`config.mk`:
```
export PLATFORM = sky130hd
export DESIGN_NAME = digit_seq_ctrl
export DESIGN_NICKNAME = d
export VERILOG_FILES = /design/src/rtl/digit_pkg.sv /design/src/rtl/bcd_digit_step.sv /design/src/rtl/digit_seq_ctrl.sv
export SDC_FILE = /design/constraint.sdc
export NUM_CORES = 1
export LEC_CHECK = 0
export ABC_AREA = 1
export BUFFER_PORTS_ARGS = -buffer_cell sky130_fd_sc_hd__buf_2
export CAP_MARGIN = 20
export CORE_MARGIN = 3
export CORE_UTILIZATION = 54
export DETAILED_ROUTE_END_ITERATION = 7
export GPL_TIMING_DRIVEN = 0
export PLACE_DENSITY = 0.78
export SLEW_MARGIN = 10
export SYNTH_ARGS = -nofsm -noshare
export SYNTH_HDL_FRONTEND = slang
export SYNTH_SLANG_ARGS = --single-unit
```
`constraint.sdc`:
```
create_clock -name clk -period 1.5 [get_ports clk]
set_input_delay 0.075 -clock clk [delete_from_list [all_inputs] [get_ports clk]]
set_output_delay 0.075 -clock clk [all_outputs]
set_load 0.005 [all_outputs]
```
`src/rtl/digit_pkg.sv`:
```
// Shared definitions for the two-digit BCD step controller.
//   - state_e       : sequencer states
//   - UnitsMaxDef   : default highest units-digit value
//   - TensMaxDef    : default highest tens-digit value
//   - DigitW        : width of one BCD digit
package digit_pkg;

  localparam int unsigned DigitW      = 4;
  localparam int unsigned UnitsMaxDef = 9;
  localparam int unsigned TensMaxDef  = 5;

  typedef enum logic [1:0] {
    StIdle,
    StUnits,
    StTens,
    StDone
  } state_e;

endpackage

```
`src/rtl/bcd_digit_step.sv`:
```
// Single-digit +1/-1 step with wrap at a programmable maximum.
// Ports:
//   value : current digit (0..max)
//   dir   : 1 = add, 0 = sub
//   max   : highest legal digit value
//   next  : stepped digit value
//   cy    : carry (add past max) or borrow (sub below 0)
module bcd_digit_step
  import digit_pkg::*;
(
  input  logic [DigitW-1:0] value,
  input  logic              dir,
  input  logic [DigitW-1:0] max,
  output logic [DigitW-1:0] next,
  output logic              cy
);

  always_comb begin
    next = value;
    cy   = 1'b0;
    if (dir) begin
      // >= rather than == keeps an out-of-range value from running away
      if (value < max) begin
        next = value + 1'b1;
      end else begin
        next = '0;
        cy   = 1'b1;
      end
    end else begin
      if (value != '0) begin
        next = value - 1'b1;
      end else begin
        next = max;
        cy   = 1'b1;
      end
    end
  end

endmodule

```
`src/rtl/digit_seq_ctrl.sv`:
```
// Two-digit (tens:units) BCD counter stepped by two requesters through a
// small sequencer: IDLE grants a request, UNITS steps the units digit,
// TENS (only on carry/borrow) steps the tens digit, DONE signals completion.
// Ports:
//   clk, rst_n     : clock, asynchronous active-low reset
//   clr            : synchronous clear of digits and sequencer
//   req_a, dir_a   : requester A level request and direction (1 = +1)
//   req_b, dir_b   : requester B level request and direction (1 = +1)
//   ack_a, ack_b   : one-cycle grant pulses, issued in IDLE
//   units, tens    : BCD digits
//   busy           : high outside IDLE
//   done           : one-cycle pulse when a step completes
//   wrap           : one-cycle pulse with done when the count wraps
module digit_seq_ctrl
  import digit_pkg::*;
#(
  parameter int unsigned UNITS_MAX = UnitsMaxDef,
  parameter int unsigned TENS_MAX  = TensMaxDef
) (
  input  logic              clk,
  input  logic              rst_n,
  input  logic              clr,
  input  logic              req_a,
  input  logic              dir_a,
  input  logic              req_b,
  input  logic              dir_b,
  output logic              ack_a,
  output logic              ack_b,
  output logic [DigitW-1:0] units,
  output logic [DigitW-1:0] tens,
  output logic              busy,
  output logic              done,
  output logic              wrap
);

  localparam logic [DigitW-1:0] UnitsMaxW = DigitW'(UNITS_MAX);
  localparam logic [DigitW-1:0] TensMaxW  = DigitW'(TENS_MAX);

  state_e            state_q;
  logic [DigitW-1:0] units_q, tens_q;
  logic              dir_q;
  logic              last_b_q;  // 1 when B was granted most recently
  logic              busy_q, done_q, wrap_q;

  logic              grant_a, grant_b;
  logic [DigitW-1:0] units_next, tens_next;
  logic              units_cy, tens_cy;

  // Round-robin: on a tie the requester not granted last wins.
  always_comb begin
    grant_a = req_a & (~req_b | last_b_q);
    grant_b = req_b & (~req_a | ~last_b_q);
  end

  bcd_digit_step u_units_step (
    .value (units_q),
    .dir   (dir_q),
    .max   (UnitsMaxW),
    .next  (units_next),
    .cy    (units_cy)
  );

  bcd_digit_step u_tens_step (
    .value (tens_q),
    .dir   (dir_q),
    .max   (TensMaxW),
    .next  (tens_next),
    .cy    (tens_cy)
  );

  always_ff @(posedge clk or negedge rst_n) begin
    if (!rst_n) begin
      state_q  <= StIdle;
      units_q  <= '0;
      tens_q   <= '0;
      dir_q    <= 1'b0;
      last_b_q <= 1'b1;
      busy_q   <= 1'b0;
      done_q   <= 1'b0;
      wrap_q   <= 1'b0;
    end else if (clr) begin
      state_q <= StIdle;
      units_q <= '0;
      tens_q  <= '0;
      busy_q  <= 1'b0;
      done_q  <= 1'b0;
      wrap_q  <= 1'b0;
    end else begin
      done_q <= 1'b0;
      wrap_q <= 1'b0;
      unique case (state_q)
        StIdle: begin
          if (grant_a || grant_b) begin
            dir_q    <= grant_a ? dir_a : dir_b;
            last_b_q <= grant_b;
            busy_q   <= 1'b1;
            state_q  <= StUnits;
          end
        end
        StUnits: begin
          units_q <= units_next;
          if (units_cy) begin
            state_q <= StTens;
          end else begin
            done_q  <= 1'b1;
            state_q <= StDone;
          end
        end
        StTens: begin
          tens_q  <= tens_next;
          wrap_q  <= tens_cy;
          done_q  <= 1'b1;
          state_q <= StDone;
        end
        StDone: begin
          busy_q  <= 1'b0;
          state_q <= StIdle;
        end
        default: begin
          busy_q  <= 1'b0;
          state_q <= StIdle;
        end
      endcase
    end
  end

  // Acks are issued in the IDLE cycle itself; clr masks every pulse in its cycle.
  assign ack_a = (state_q == StIdle) & ~clr & grant_a;
  assign ack_b = (state_q == StIdle) & ~clr & grant_b;
  assign done  = done_q & ~clr;
  assign wrap  = wrap_q & ~clr;
  assign busy  = busy_q;
  assign units = units_q;
  assign tens  = tens_q;

endmodule

```
==> summary.md, run 1 <==
| Metric | Value |
|---|---|
| Crit path buffers/inverters | `4` |
| Mean instance size in the synthesized netlist | `between 6 and 7 µm²` |
| Post-synthesis to final-layout area growth | `18.9%` |
| Sum of net half-perimeters after detailed placement | `between 2000 and 2500 µm` |
| Critical Path End Type | `primary output` |
| Crit-path cells | `inv_2, ha_4, nand2_2, inv_2, nand2_2, inv_1, buf_2` |
| Global-route total usage across every layer | `22.2%` |
| Maximum number of pins on one net before global-route repair | `16` |
| Total number of nets in the final design | `slightly above 200` |
| Die outline height | `a little over 50 µm` |
| Setup slack of the worst register-to-register path | `~120 ps` |
| Post-place instance area | `1230 µm²` |
| Synthesized instance count | `approximately 160` |
| Number of buffers between clock root and the deepest sink | `2` |
| Worst slack at placement | `~64 ps` |
| Async S/R FF share, synth | `100%` |
| Fraction of layout instances using a drive strength above 1 | `between 20% and 30%` |
| Number of buffers created by CTS | `3` |
| Leakage component of the power | `between 0.7 and 0.8 nW` |
| Top Family by Delay on Critical Path | `flip-flops` |
| Worst clock skew | `roughly 3.7 ps` |
| Die area | `roughly 2600 µm²` |
| Max VDD drop | `roughly 0.95 mV` |
| CTS sink cnt | `15` |
| Arrival time worst endpoint | `1330 ps` |
| Clock slew seen by the registers of the worst setup and hold paths | `roughly 90 ps` |
| Drt pass-1 iters | `6` |
| Post-Syn Nets | `177` |
| Worst Tran Pin Value | `approximately 340 ps` |
| Sum of overflow across all layers after global routing | `0` |
| Count of cells along the worst register-to-register path | `10` |
| Count of pins over their slew limit | `0` |
| Via count | `around 1,100` |
| Num rows | `15` |
| Result of the run | `completed` |
| Synth top area share | `a little under a third` |
| Number of gates on the worst path with buffers counted | `7` |
| Final non-filler cell area | `~1300 µm²` |
| Reg-to-reg startpoint | `tens[0]$_DFFE_PN0P_` |
| Critical-path top delay cell | `dfrtp_1` |
| Core footprint | `1820 µm²` |
| Routed vias/inst | `~5.3` |
| Slew Limit Headroom | `a little under 80%` |
| Number of library cell types mapped by synthesis | `21` |
| Count leader, synth | `nand2_1` |
| Routed len/inst | `12.6 µm` |
| Final setup viols | `0` |
| Number of global-route vias before repair | `around 1,100` |
| CP Class | `flop to primary output` |
| Sum Neg Setup Slack | `0 ps` |
| CTS root buf | `clkbuf_4` |
| I/O Buffers | `18` |
| Worst hold path stage count | `4` |
| Final Core Density | `slightly above 70%` |
| Top-level port count | `20` |
| Last weighted congestion value of the routability-driven placer | `a little under 0.9` |
| HP Class | `input pin to flop` |
| Antenna diodes | `0` |
| Post-route clock period utilization | `roughly 94%` |
| Die span in x | `~51 µm` |
| Register area share after synthesis | `about a third` |
| Number of warnings issued by yosys | `0` |
| Number of antenna violations at the first check in global routing | `0` |
| Synth area leaders | `dfrtp_1 32%, nand2_1 18%, ha_1 10%, inv_1 6.5%, a21oi_1 6.3%` |
| Post-synthesis cell area | `roughly 1100 µm²` |
| Clk Latency, worst-skew pair | `280 ps` |
| Number of hold-slack violations in the final timing report | `0` |
| Routed Wire Length | `2680 µm` |
| H-tree depth reported by CTS | `1` |
| Setup slack of the critical path after layout | `91.6 ps` |
| Starting DRC count in detailed routing | `30` |
| CTS tree | `yes` |
| DRC violations left | `0` |
| Number of synthesized flops with an enable pin | `0` |
| Critical Path RT | `between 1000 and 1500 ps` |
| Reg-to-reg endpoint | `tens[0]$_DFFE_PN0P_` |
| Shortest period the worst path allows | `roughly 1400 ps` |
| Max-capacitance violation count | `0` |
| Worst Setup Start Kind | `flop` |
| First-pass GRT wire length | `between 4000 and 5000 µm` |
| HP Start | `clr` |
| Highest attainable clock frequency | `between 0.7 and 0.8 GHz` |
| Initial core utilization | `between 60% and 70%` |
| Filler instances | `between 150 and 200` |
| Leading cell types by count after synthesis | `52 x nand2_1, 19 x inv_1, 18 x nor2_1` |
| Hold Crit Endpoint | `state_q[0]$_DFFE_PN0P_` |
| Top flip-flop cell by instance count after synthesis | `dfrtp_1` |
| Cell accounting for the most synthesized area | `dfrtp_1` |
| Number of synthesized register bits | `15` |
| Max incr delay on CP | `410 ps` |
| Number of nets with antenna violations after routing | `0` |
| Max Fanout on Critical Path | `5` |
| Power density of the placed cells | `around 1900 nW/µm²` |
[registers in the layout (all words and copies together) (netlist names)]
register and flops:
units 4, wrap_q 1, done_q 1, busy 1
last_b_q 1, state_q 2, tens 4, dir_q 1
[area by class of cell]
cell class	count	area, µm²	share of cell area (%)
Clock buffer	4	26.3	2.00
Tap cell	25	31.3	2.38
Buffer	2	22.5	1.71
Timing Repair Buffer	23	130	9.90
Inverter	24	95.1	7.24
Sequential cell	15	378	28.8
Multi-Input combinational cell	120	631	48.0
[power by group]
group / switching (mW) / leakage [nW] / internal [mW] / total [mW]
Sequential: 0.181 / 0.196 / 0.566 / 0.747
Clock: 0.129 / 0.0150 / 0.103 / 0.232
Combinational: 0.876 / 0.546 / 0.590 / 1.47
Total: 1.19 / 0.757 / 1.26 / 2.44
[worst min-delay path, cell delays in order]
cell	delay, ps
buf_6	110
nor2_1	50
nand2_1	60
nand2_1	50
[how the worst max path moves through the flow]
stage                           start                   to  slack, ps
6_report       state_q[0]$_DFFE_PN0P_                ack_b         90
5_1_grt           tens[0]$_DFFE_PN0P_  tens[0]$_DFFE_PN0P_        -20
4_1_cts        state_q[1]$_DFFE_PN0P_                ack_b         20
3_5_place_dp      tens[0]$_DFFE_PN0P_  tens[0]$_DFFE_PN0P_         60
3_3_place_gp      tens[0]$_DFFE_PN0P_  tens[2]$_DFFE_PN0P_        140
2_1_floorplan     tens[0]$_DFFE_PN0P_  tens[2]$_DFFE_PN0P_        240
[per-stage QoR]
step / hold WS, ps / cells / power (mW)
floorplan: -221 / 161 / 1.68
global placement: -4.44 / 204 / 1.98
detailed placement: -0.274 / 204 / 2.07
CTS: 97.7 / 211 / 2.35
global route: 109 / 213 / 2.70
finish: 104 / 213 / 2.44
[cells by family (layout without fill, tap and decap cells)]
group	Yosys count	after routing	synth area share, %
AOI/OAI and AO/OA	25	25	12.1
and+or+nand+nor	86	86	33.0
buffers and inverters	26	53	10.6
adders and majority gates	9	9	10.2
DFF	15	15	34.1
[cells in the final DEF, fill, tap and decap left out, drive strengths merged]
master,count
dfrtp,14
buf,24
nand2,54
ha,9
dlygate4sd3,1
nand3,11
clkbuf,4
o211ai,2
nand4,1
nor2,19
dfstp,1
o21ai,9
or2,1
inv,24
a21oi,14
[routing by layer]
metal	vias up	global-route usage (%)	wire, µm
met4	0	4.37	33
met1	520	26.7	1100
met3	4	2.92	152
li1	564	-	-
met5	-	0	0
met2	37	42.1	1400
[timing repair]
| action | 4_1_cts | 5_1_grt |
|---|---|---|
| resized for setup | 1 | 9 |
| endpoints found under the setup margin | 1 | 10 |
| endpoints found under the hold margin | 15 | 0 |
| hold buffers | 1 | 0 |
| buffers inserted | 2 | 2 |
No activity file was read; power rests on OpenSTA's default activity.
==> inputs of run 2 (changes only) <==
--- a/config.mk
+++ b/config.mk
@@ -13,6 +13,7 @@
 export DETAILED_ROUTE_END_ITERATION = 7
 export GPL_TIMING_DRIVEN = 0
 export PLACE_DENSITY = 0.78
+export SETUP_SLACK_MARGIN = 0.15
 export SLEW_MARGIN = 10
 export SYNTH_ARGS = -nofsm -noshare
 export SYNTH_HDL_FRONTEND = slang
==> summary.md, run 2 (same netlist as run 1, synthesis figures left out) <==
| Metric | Value |
|---|---|
| Result of the run | `completed (unchanged)` |
| Post-route clock period utilization | `89.8% (was 93.9%)` |
| Hold Crit Endpoint | `wrap_q$_DFF_PN0_ (was state_q[0]$_DFFE_PN0P_)` |
| Sum of net half-perimeters after detailed placement | `2040 µm (unchanged)` |
| First-pass GRT wire length | `4720 µm (was 4500 µm)` |
| Number of standard cells in the final layout excluding fillers | `218 (was 213)` |
| Wire length the detailed router placed on met1 | `1190 µm (was 1100 µm)` |
| Routed len/inst | `13.3 µm (was 12.6 µm)` |
| Power density of the placed cells | `1920 nW/µm² (was 1860 nW/µm²)` |
| Antenna diodes | `0 (unchanged)` |
| Total internal power | `1.38 mW (was 1.26 mW)` |
| Number of buffers created by CTS | `3 (unchanged)` |
| Clock slew seen by the registers of the worst setup and hold paths | `100 ps (was 90 ps)` |
| Most common cell after layout, fill and taps aside | `nand2_1 (unchanged)` |
| Starting DRC count in detailed routing | `32 (was 30)` |
| Shortest period the worst path allows | `1350 ps (was 1410 ps)` |
| Via count | `1,172 (was 1,125)` |
| Total number of nets in the final design | `210 (was 205)` |
| Number of global-route vias before repair | `1,097 (was 1,071)` |
| Worst hold path stage count | `4 (unchanged)` |
| Post-Place Cells | `204 (unchanged)` |
| Clock network fraction of design power | `8.9% (was 9.5%)` |
| Fraction of layout instances using a drive strength above 1 | `32.1% (was 25.0%)` |
| Reg-to-reg startpoint | `state_q[0]$_DFFE_PN0P_ (was tens[0]$_DFFE_PN0P_)` |
| Final Core Density | `76.1% (was 72.2%)` |
| Number of buffers between clock root and the deepest sink | `2 (unchanged)` |
| Initial core utilization | `60.7% (unchanged)` |
| Core footprint | `1820 µm² (unchanged)` |
| Sw Ratio | `48.0% (was 48.5%)` |
| Arrival time worst endpoint | `1270 ps (was 1330 ps)` |
| Die span in x | `51.2 µm (unchanged)` |
| Final setup viols | `0 (unchanged)` |
| Critical Path End Type | `primary output (unchanged)` |
| Count of cells along the worst register-to-register path | `8 (was 10)` |
| HP Class | `input pin to flop (unchanged)` |
| Sum Neg Setup Slack | `0 ps (unchanged)` |
| Drt pass-1 iters | `7 (was 6)` |
| Routed Wire Length | `2910 µm (was 2680 µm)` |
| Worst hold slack across all endpoints | `91.6 ps (was 104 ps)` |
| DRC violations left | `0 (unchanged)` |
| Maximum number of pins on one net before global-route repair | `16 (unchanged)` |
| H-tree depth reported by CTS | `1 (unchanged)` |
| Filler instances | `157 (was 162)` |
| Number of antenna violations at the first check in global routing | `0 (unchanged)` |
| WL met3 | `96 µm (was 152 µm)` |
| CTS sink cnt | `15 (unchanged)` |
| Number of nets with antenna violations after routing | `0 (unchanged)` |
| CTS tree | `yes (unchanged)` |
| Met2 routed wirelength | `1560 µm (was 1400 µm)` |
| HP Start | `clr (unchanged)` |
| Post-synthesis to final-layout area growth | `25.4% (was 18.9%)` |
| Highest attainable clock frequency | `0.743 GHz (was 0.710 GHz)` |
| Power share of the sequential group | `27.8% (was 30.6%)` |
| Die area | `2620 µm² (unchanged)` |
| Top-level port count | `20 (unchanged)` |
| Global-route total usage across every layer | `23.5% (was 22.2%)` |
| Last weighted congestion value of the routability-driven placer | `0.883 (unchanged)` |
| Leakage component of the power | `0.780 nW (was 0.757 nW)` |
| Critical Path RT | `1420 ps (about the same)` |
| Clk Latency, worst-skew pair | `280 ps (about the same)` |
| Max-capacitance violation count | `0 (unchanged)` |
| Highest metal layer with signal wires | `met4 (unchanged)` |
| Reg-to-reg endpoint | `tens[0]$_DFFE_PN0P_ (unchanged)` |
| Sum of overflow across all layers after global routing | `0 (unchanged)` |
| Die outline height | `51.2 µm (unchanged)` |
| Leading cell types in the layout, fill and taps excluded | `49 x nand2_1, 17 x buf_2, 16 x nor2_1, 14 x a21oi_1 (was 50 x nand2_1, 18 x nor2_1, 18 x buf_2, 15 x inv_1, 14 x a21oi_1)` |
| Max Fanout on Critical Path | `5 (unchanged)` |
| Worst clock skew | `6.90 ps (was 3.70 ps)` |
| Worst Tran Pin Value | `347 ps (was 344 ps)` |
| Unrepaired setup endpoints after global routing | `true` |
| Worst Setup Start Kind | `flop (unchanged)` |
| Slew Limit Headroom | `76.9% (was 77.1%)` |
| Combinational fraction of design power | `63.3% (was 59.9%)` |
| CTS root buf | `clkbuf_4 (unchanged)` |
| Number of hold-slack violations in the final timing report | `0 (unchanged)` |
| Count of pins over their slew limit | `0 (unchanged)` |
| Routed vias/inst | `5.38 (was 5.28)` |
| CP Class | `flop to primary output (unchanged)` |
| Switching component of the power | `1.27 mW (was 1.19 mW)` |
| Setup slack of the worst register-to-register path | `220 ps (was 120 ps)` |
| Max VDD drop | `1.08 mV (was 0.955 mV)` |
| Num rows | `15 (unchanged)` |
| I/O Buffers | `18 (unchanged)` |
[run 2: worst max-delay path by stage]
stage	from	end	slack, ps	depth (start not counted)
after floorplan	tens[0]$_DFFE_PN0P_	tens[2]$_DFFE_PN0P_	240	10
after global placement	tens[0]$_DFFE_PN0P_	tens[2]$_DFFE_PN0P_	140	10
after detailed placement	tens[0]$_DFFE_PN0P_	tens[0]$_DFFE_PN0P_	60	10
after CTS	state_q[0]$_DFFE_PN0P_	ack_b	120	7
after global routing	state_q[1]$_DFFE_PN0P_	ack_b	70	7
final	state_q[1]$_DFFE_PN0P_	ack_b	150	7
[run 2: worst max-delay path: stages, from the launching register on]
cell     delay (ps)
dfrtp_1         400
inv_2            90
ha_4            150
nand2_4          60
inv_2            70
nand2_2          70
inv_2            70
buf_6            80
[run 2: what timing repair did]
item / CTS / global route
hold endpoints to repair: 15 / 0
endpoints found under the setup margin: 11 / 12
pin swaps: 0 / 2
buffers inserted: 5 / 4
hold buffers: 1 / 0
resized for setup: 7 / 16
[run 2: stage by stage]
step	instance area, µm²	power (mW)	setup slack, ps
finish	1390	2.65	154
CTS	1320	2.44	123
detailed placement	1230	2.07	64.1
floorplan	1100	1.68	236
global placement	1230	1.98	143
global route	1390	2.91	70.7
[run 2: area by class of cell]
class	instances	area (µm²)	share of cell area, %
Timing Repair Buffer	28	174	12.6
Multi-Input combinational cell	120	656	47.3
Buffer	2	22.5	1.63
Sequential cell	15	380	27.5
Tap cell	25	31.3	2.26
Inverter	24	95.1	6.87
Clock buffer	4	26.3	1.90
[run 2: routing by layer]
| metal | track usage (%) | vias to the layer above |
|---|---|---|
| met5 | 0 | - |
| met3 | 3.21 | 8 |
| li1 | - | 577 |
| met2 | 45.5 | 33 |
| met1 | 27.6 | 554 |
| met4 | 3.93 | 0 |
[run 2: power groups by stage]
stage	combinational, mW	clock (mW)	sequential, mW
3_5_place_dp	1.31	0	0.757
2_1_floorplan	0.960	0	0.724
6_report	1.68	0.237	0.738
3_3_place_gp	1.23	0	0.742
4_1_cts	1.48	0.238	0.722
5_1_grt	1.89	0.252	0.760
